===== src/rtl/angle_reducer_pkg.sv =====
// Shared constants and state encoding for the angle reduction front end.
package angle_reducer_pkg;

  localparam int AR_DATA_WIDTH = 32;

  localparam int ANGLE_90  = 90;
  localparam int ANGLE_180 = 180;
  localparam int ANGLE_270 = 270;
  localparam int ANGLE_360 = 360;

  typedef enum logic [1:0] {
    AR_IDLE   = 2'd0,
    AR_REDUCE = 2'd1,
    AR_MAP    = 2'd2,
    AR_DONE   = 2'd3
  } ar_state_e;

endpackage


===== src/rtl/angle_reducer.sv =====
// Reduces a signed whole-degree angle modulo 360 by fixed-length shift-subtract,
// then folds it into a 0..90 reference angle plus quadrant for the trig LUTs.
module angle_reducer
  import angle_reducer_pkg::*;
#(
  parameter int DATA_WIDTH = AR_DATA_WIDTH
) (
  input  logic                  clk,
  input  logic                  reset,
  input  logic                  in_valid,
  output logic                  in_ready,
  input  logic [DATA_WIDTH-1:0] angle_in,
  input  logic                  angle_neg,
  output logic                  out_valid,
  input  logic                  out_ready,
  output logic [1:0]            quadrant,
  output logic [DATA_WIDTH-1:0] angle_out
);

  localparam int KW = $clog2(DATA_WIDTH);
  localparam logic [KW-1:0] K_INIT = KW'(DATA_WIDTH - 9);

  localparam logic [DATA_WIDTH-1:0] A90  = DATA_WIDTH'(ANGLE_90);
  localparam logic [DATA_WIDTH-1:0] A180 = DATA_WIDTH'(ANGLE_180);
  localparam logic [DATA_WIDTH-1:0] A270 = DATA_WIDTH'(ANGLE_270);
  localparam logic [DATA_WIDTH-1:0] A360 = DATA_WIDTH'(ANGLE_360);

  ar_state_e             state_q;
  logic [DATA_WIDTH-1:0] r_q;
  logic                  neg_q;
  logic [KW-1:0]         k_q;
  logic                  out_valid_q;
  logic [1:0]            quadrant_q;
  logic [DATA_WIDTH-1:0] angle_q;

  logic [DATA_WIDTH-1:0] sub_d;
  logic [DATA_WIDTH-1:0] r_step_d;
  logic [DATA_WIDTH-1:0] r_map_d;
  logic [1:0]            quadrant_d;
  logic [DATA_WIDTH-1:0] angle_d;

  assign in_ready  = (state_q == AR_IDLE) && !reset;
  assign out_valid = out_valid_q;
  assign quadrant  = quadrant_q;
  assign angle_out = angle_q;

  // One shift-subtract step, and the sign fold / quadrant map of the final remainder.
  // 360 << (DATA_WIDTH-9) always fits in DATA_WIDTH bits, so no guard bits are needed.
  always_comb begin
    sub_d      = A360 << k_q;
    r_step_d   = (r_q >= sub_d) ? (r_q - sub_d) : r_q;
    r_map_d    = (neg_q && (r_q != '0)) ? (A360 - r_q) : r_q;
    quadrant_d = 2'd0;
    angle_d    = r_map_d;
    if (r_map_d < A90) begin
      quadrant_d = 2'd0;
      angle_d    = r_map_d;
    end else if (r_map_d < A180) begin
      quadrant_d = 2'd1;
      angle_d    = A180 - r_map_d;
    end else if (r_map_d < A270) begin
      quadrant_d = 2'd2;
      angle_d    = r_map_d - A180;
    end else begin
      quadrant_d = 2'd3;
      angle_d    = A360 - r_map_d;
    end
  end

  // Control FSM: accept, fixed-length reduction, map, then hold result until taken.
  always_ff @(posedge clk) begin
    if (reset) begin
      state_q     <= AR_IDLE;
      r_q         <= '0;
      neg_q       <= 1'b0;
      k_q         <= '0;
      out_valid_q <= 1'b0;
      quadrant_q  <= 2'd0;
      angle_q     <= '0;
    end else begin
      case (state_q)
        AR_IDLE: begin
          if (in_valid && in_ready) begin
            r_q     <= angle_in;
            neg_q   <= angle_neg;
            k_q     <= K_INIT;
            state_q <= AR_REDUCE;
          end
        end
        AR_REDUCE: begin
          r_q <= r_step_d;
          if (k_q == '0) state_q <= AR_MAP;
          else           k_q     <= k_q - 1'b1;
        end
        AR_MAP: begin
          quadrant_q  <= quadrant_d;
          angle_q     <= angle_d;
          out_valid_q <= 1'b1;
          state_q     <= AR_DONE;
        end
        AR_DONE: begin
          if (out_ready) begin
            out_valid_q <= 1'b0;
            state_q     <= AR_IDLE;
          end
        end
        default: state_q <= AR_IDLE;
      endcase
    end
  end

endmodule


===== config.mk =====
export PLATFORM = sky130hd
export DESIGN_NAME = angle_reducer
export DESIGN_NICKNAME = d
export VERILOG_FILES = /design/src/rtl/angle_reducer_pkg.sv /design/src/rtl/angle_reducer.sv
export SDC_FILE = /design/constraint.sdc
export NUM_CORES = 1
export LEC_CHECK = 0
export ABC_CLOCK_PERIOD_IN_PS = 4000
export BUFFER_PORTS_ARGS = -buffer_cell sky130_fd_sc_hd__buf_2
export CORE_AREA = 5 5 142 144
export DETAILED_ROUTE_END_ITERATION = 16
export DIE_AREA = 0 0 147 149
export PLACE_DENSITY = 0.57
export SLEW_MARGIN = 20
export SYNTH_ARGS = -nofsm -noshare
export SYNTH_HDL_FRONTEND = slang
export SYNTH_SLANG_ARGS = --single-unit

===== constraint.sdc =====
create_clock -name clk -period 4 [get_ports clk]
set_input_delay 0.2 -clock clk [delete_from_list [all_inputs] [get_ports clk]]
set_output_delay 0.2 -clock clk [all_outputs]
set_load 0.05 [all_outputs]

==> impl_results.md <==
* Status: finished clean
* Yosys top cell by area: dfxtp_1
* Peak VDD IR at 0.524 mV
* Pwr dens at 978 nW/um2
* I/O Pins at 73
* Total gr overflow at 0
* Area delta synth->final at 32.5%
* Synth area leaders: dfxtp_1 20%, ha_1 8.4%, nor2_1 5.6%
* Latest clock arrival within the worst-skew pair at 0.35 ns
* Sw Share at 0.502
* Share of layout cells above drive strength 1 at 0.295
* Period minus WS final at 3.89 ns
* Root buf cell: clkbuf_16
* Die area at 21900 um2
* Die extent in y at 149 um
* Final Hold Viols at 0
* Vias in the first global route at 7569
* Reg clk slew, reported paths at 0.06 ns
* Worst min-delay path class: input pin to flip-flop
* Clock power share at 0.083
* First-pass GRT wire length at 40.7 mm
* Max Slew Vio Count at 0
* Netlist cell types at 90
* Synth cell count leaders: 110 x nor2_1, 98 x nand2_1, 75 x dfxtp_1
* Synth warn at 0
* Routed len/inst at 18.2 um
* Max-slew headroom at 0.487
* Setup Skew at 0.00548 ns
* CP Launch Type: flip-flop
* Fin crit share at 0.972
* Ys async rst share at 0
* Place WS at -0.203 ns
* Number of diodes at 0
* Vias/cell at 5.67
* Crit Path Max Fanout at 5
* Routed Antenna Nets at 0
* Post-Syn Area at 7340 um2
* Crit. End Element: flip-flop
* Crit Path Category: flip-flop to flip-flop
* Drt pass-1 iters at 5
* Gr usage total at 0.231
* Post-synthesis sequential area ratio at 0.205
* Count leader, synth: nor2_1
* # H-tree levels at 3
* Starting Density at 0.395
* Largest net degree at the start of global routing at 53
* Drc violations at 0
* Most used DFF post-synth: dfxtp_1
* Internal power at 4.74 mW
* Layout Utilization at 0.523
* Worst Tran Pin Value at 0.765 ns
* Sequential share of power at 0.125
* Clk sink count at 75
* Number of synthesized register bits at 75
* Final setup fails at 0
* Final WL at 26.2 mm
* Cell row count at 50
* Synth Net Count at 1066
* Max-Cap Viols at 0
* Post-Syn Instances at 980
* EDFF count, synth at 0
* Worst EP arrival at 4.15 ns
* LEAKAGE at 4.14 nW
* Req. time, crit path at 4.27 ns
* Core ar. at 18600 um2
* Hold_buf cts at 0
* Max clock buf depth at 2
* CTS tree: yes
* CTS Buf Count at 9
* Vias at 8163
* First DRT Iteration DRCs at 421
* RSZ-0062 raised after global routing: yes
* Logic pwr share at 0.792
* Nets at 1286
* Initial antenna violation count at 0
* Die Wd at 147 um
* Sw power at 4.77 mW
* RePlAce Congestion at 1.01
* Yosys top cell area share at 0.205
* Top achievable clock speed at 257 MHz
* Avg Cell Area, Syn at 7.49 um2
* Fin worst setup slack at 0.114 ns
* # port buffers at 72
* Dpl hpwl at 21.0 mm
[critical path: stages (launching register included)]
cell and delay [ns]:
dfxtp_1 0.31, or4_4 0.54, or4_4 0.45, buf_6 0.16
nor4_4 0.24, or3_4 0.18, inv_1 0.06, ha_2 0.19
a2111o_1 0.38, a21o_1 0.24, a21oi_4 0.25, nor2_2 0.06
and3_1 0.19, or4_1 0.40, a31oi_1 0.16
[worst paths after layout]
kind,startpoint,to,slack [ns],depth (start not counted)
worst max-delay path,r_q[26],angle_out[18],0.11,14
worst min-delay path,angle_in[2],r_q[2],0.10,3
worst max register to register,r_q[26],angle_out[18],0.11,14
worst min register to register,angle_out[29],angle_out[29],0.45,2
[layout by cell type (no fill, tap or decap), types with 15 or more instances in the layout]
master,count
buf_4,198
nor2_1,109
nand2_1,98
dfxtp_1,74
buf_2,72
a21oi_1,57
ha_1,47
a211oi_1,40
xnor2_1,38
o21ai_0,37
nand3_1,28
inv_1,27
mux2i_1,27
nor3_1,25
xor2_1,23
nand2b_1,15
a21o_1,15
[sequential cells by signal, summed over array words and instances, names as in the netlist]
| name | count |
|---|---|
| angle_out | 32 |
| state_q | 2 |
| k_q | 5 |
| quadrant | 2 |
| out_valid | 1 |
| neg_q | 1 |
| r_q | 32 |
[power groups by stage]
stage / logic, mW / registers, mW / clock network, mW
after floorplan: 4.20 / 1.53 / 0
after global placement: 7.09 / 1.19 / 0
after detailed placement: 7.13 / 1.19 / 0
after CTS: 7.23 / 1.18 / 0.810
after global routing: 8.20 / 1.22 / 0.846
final: 7.53 / 1.18 / 0.793
[repair_timing]
action	in CTS	in global routing
setup endpoints to repair	43	57
pin swaps	1	14
resized for setup	10	28
cloned	0	1
buffers inserted	1	7
[logic make-up after synthesis]
| family | synth area share |
|---|---|
| adder cells (fa/ha/maj) | 0.0836 |
| XOR/XNOR | 0.0774 |
| AO/OA/AOI/OAI | 0.290 |
| AND/OR/NAND/NOR | 0.250 |
| multiplexers | 0.0414 |
| flip-flops | 0.205 |
| buffers and inverters | 0.0534 |
[layer usage]
layer,share of wire,GRT usage
met5,0,0
met4,0.043,0.0909
met1,0.44,0.305
met3,0.054,0.0325
met2,0.46,0.383
[area by class of cell]
class                      instances  area (um2)
inverter                          31         118
tap                              234         293
fill                            1819        8860
multi-input combinational        810        5620
timing repair buffer             273        1900
clock inverter                     7        58.8
sequential                        75        1500
clock buffer                       9         225
[metrics by stage]
| stage | area, um2 | hold WS [ns] | total power [mW] | cells | setup TNS (ns) |
|---|---|---|---|---|---|
| 6_report | 9720 | 0.103 | 9.51 | 1439 | 0 |
| 5_1_grt | 9720 | 0.122 | 10.3 | 1439 | -0.274 |
| 4_1_cts | 9520 | 0.102 | 9.22 | 1431 | -0.0712 |
| 3_5_place_dp | 9190 | 0.440 | 8.32 | 1414 | -1.18 |
| 3_3_place_gp | 9190 | 0.435 | 8.28 | 1414 | -1.34 |
| 2_1_floorplan | 7360 | 0.336 | 5.73 | 980 | 0 |
Power figures use the tool's default switching activity.
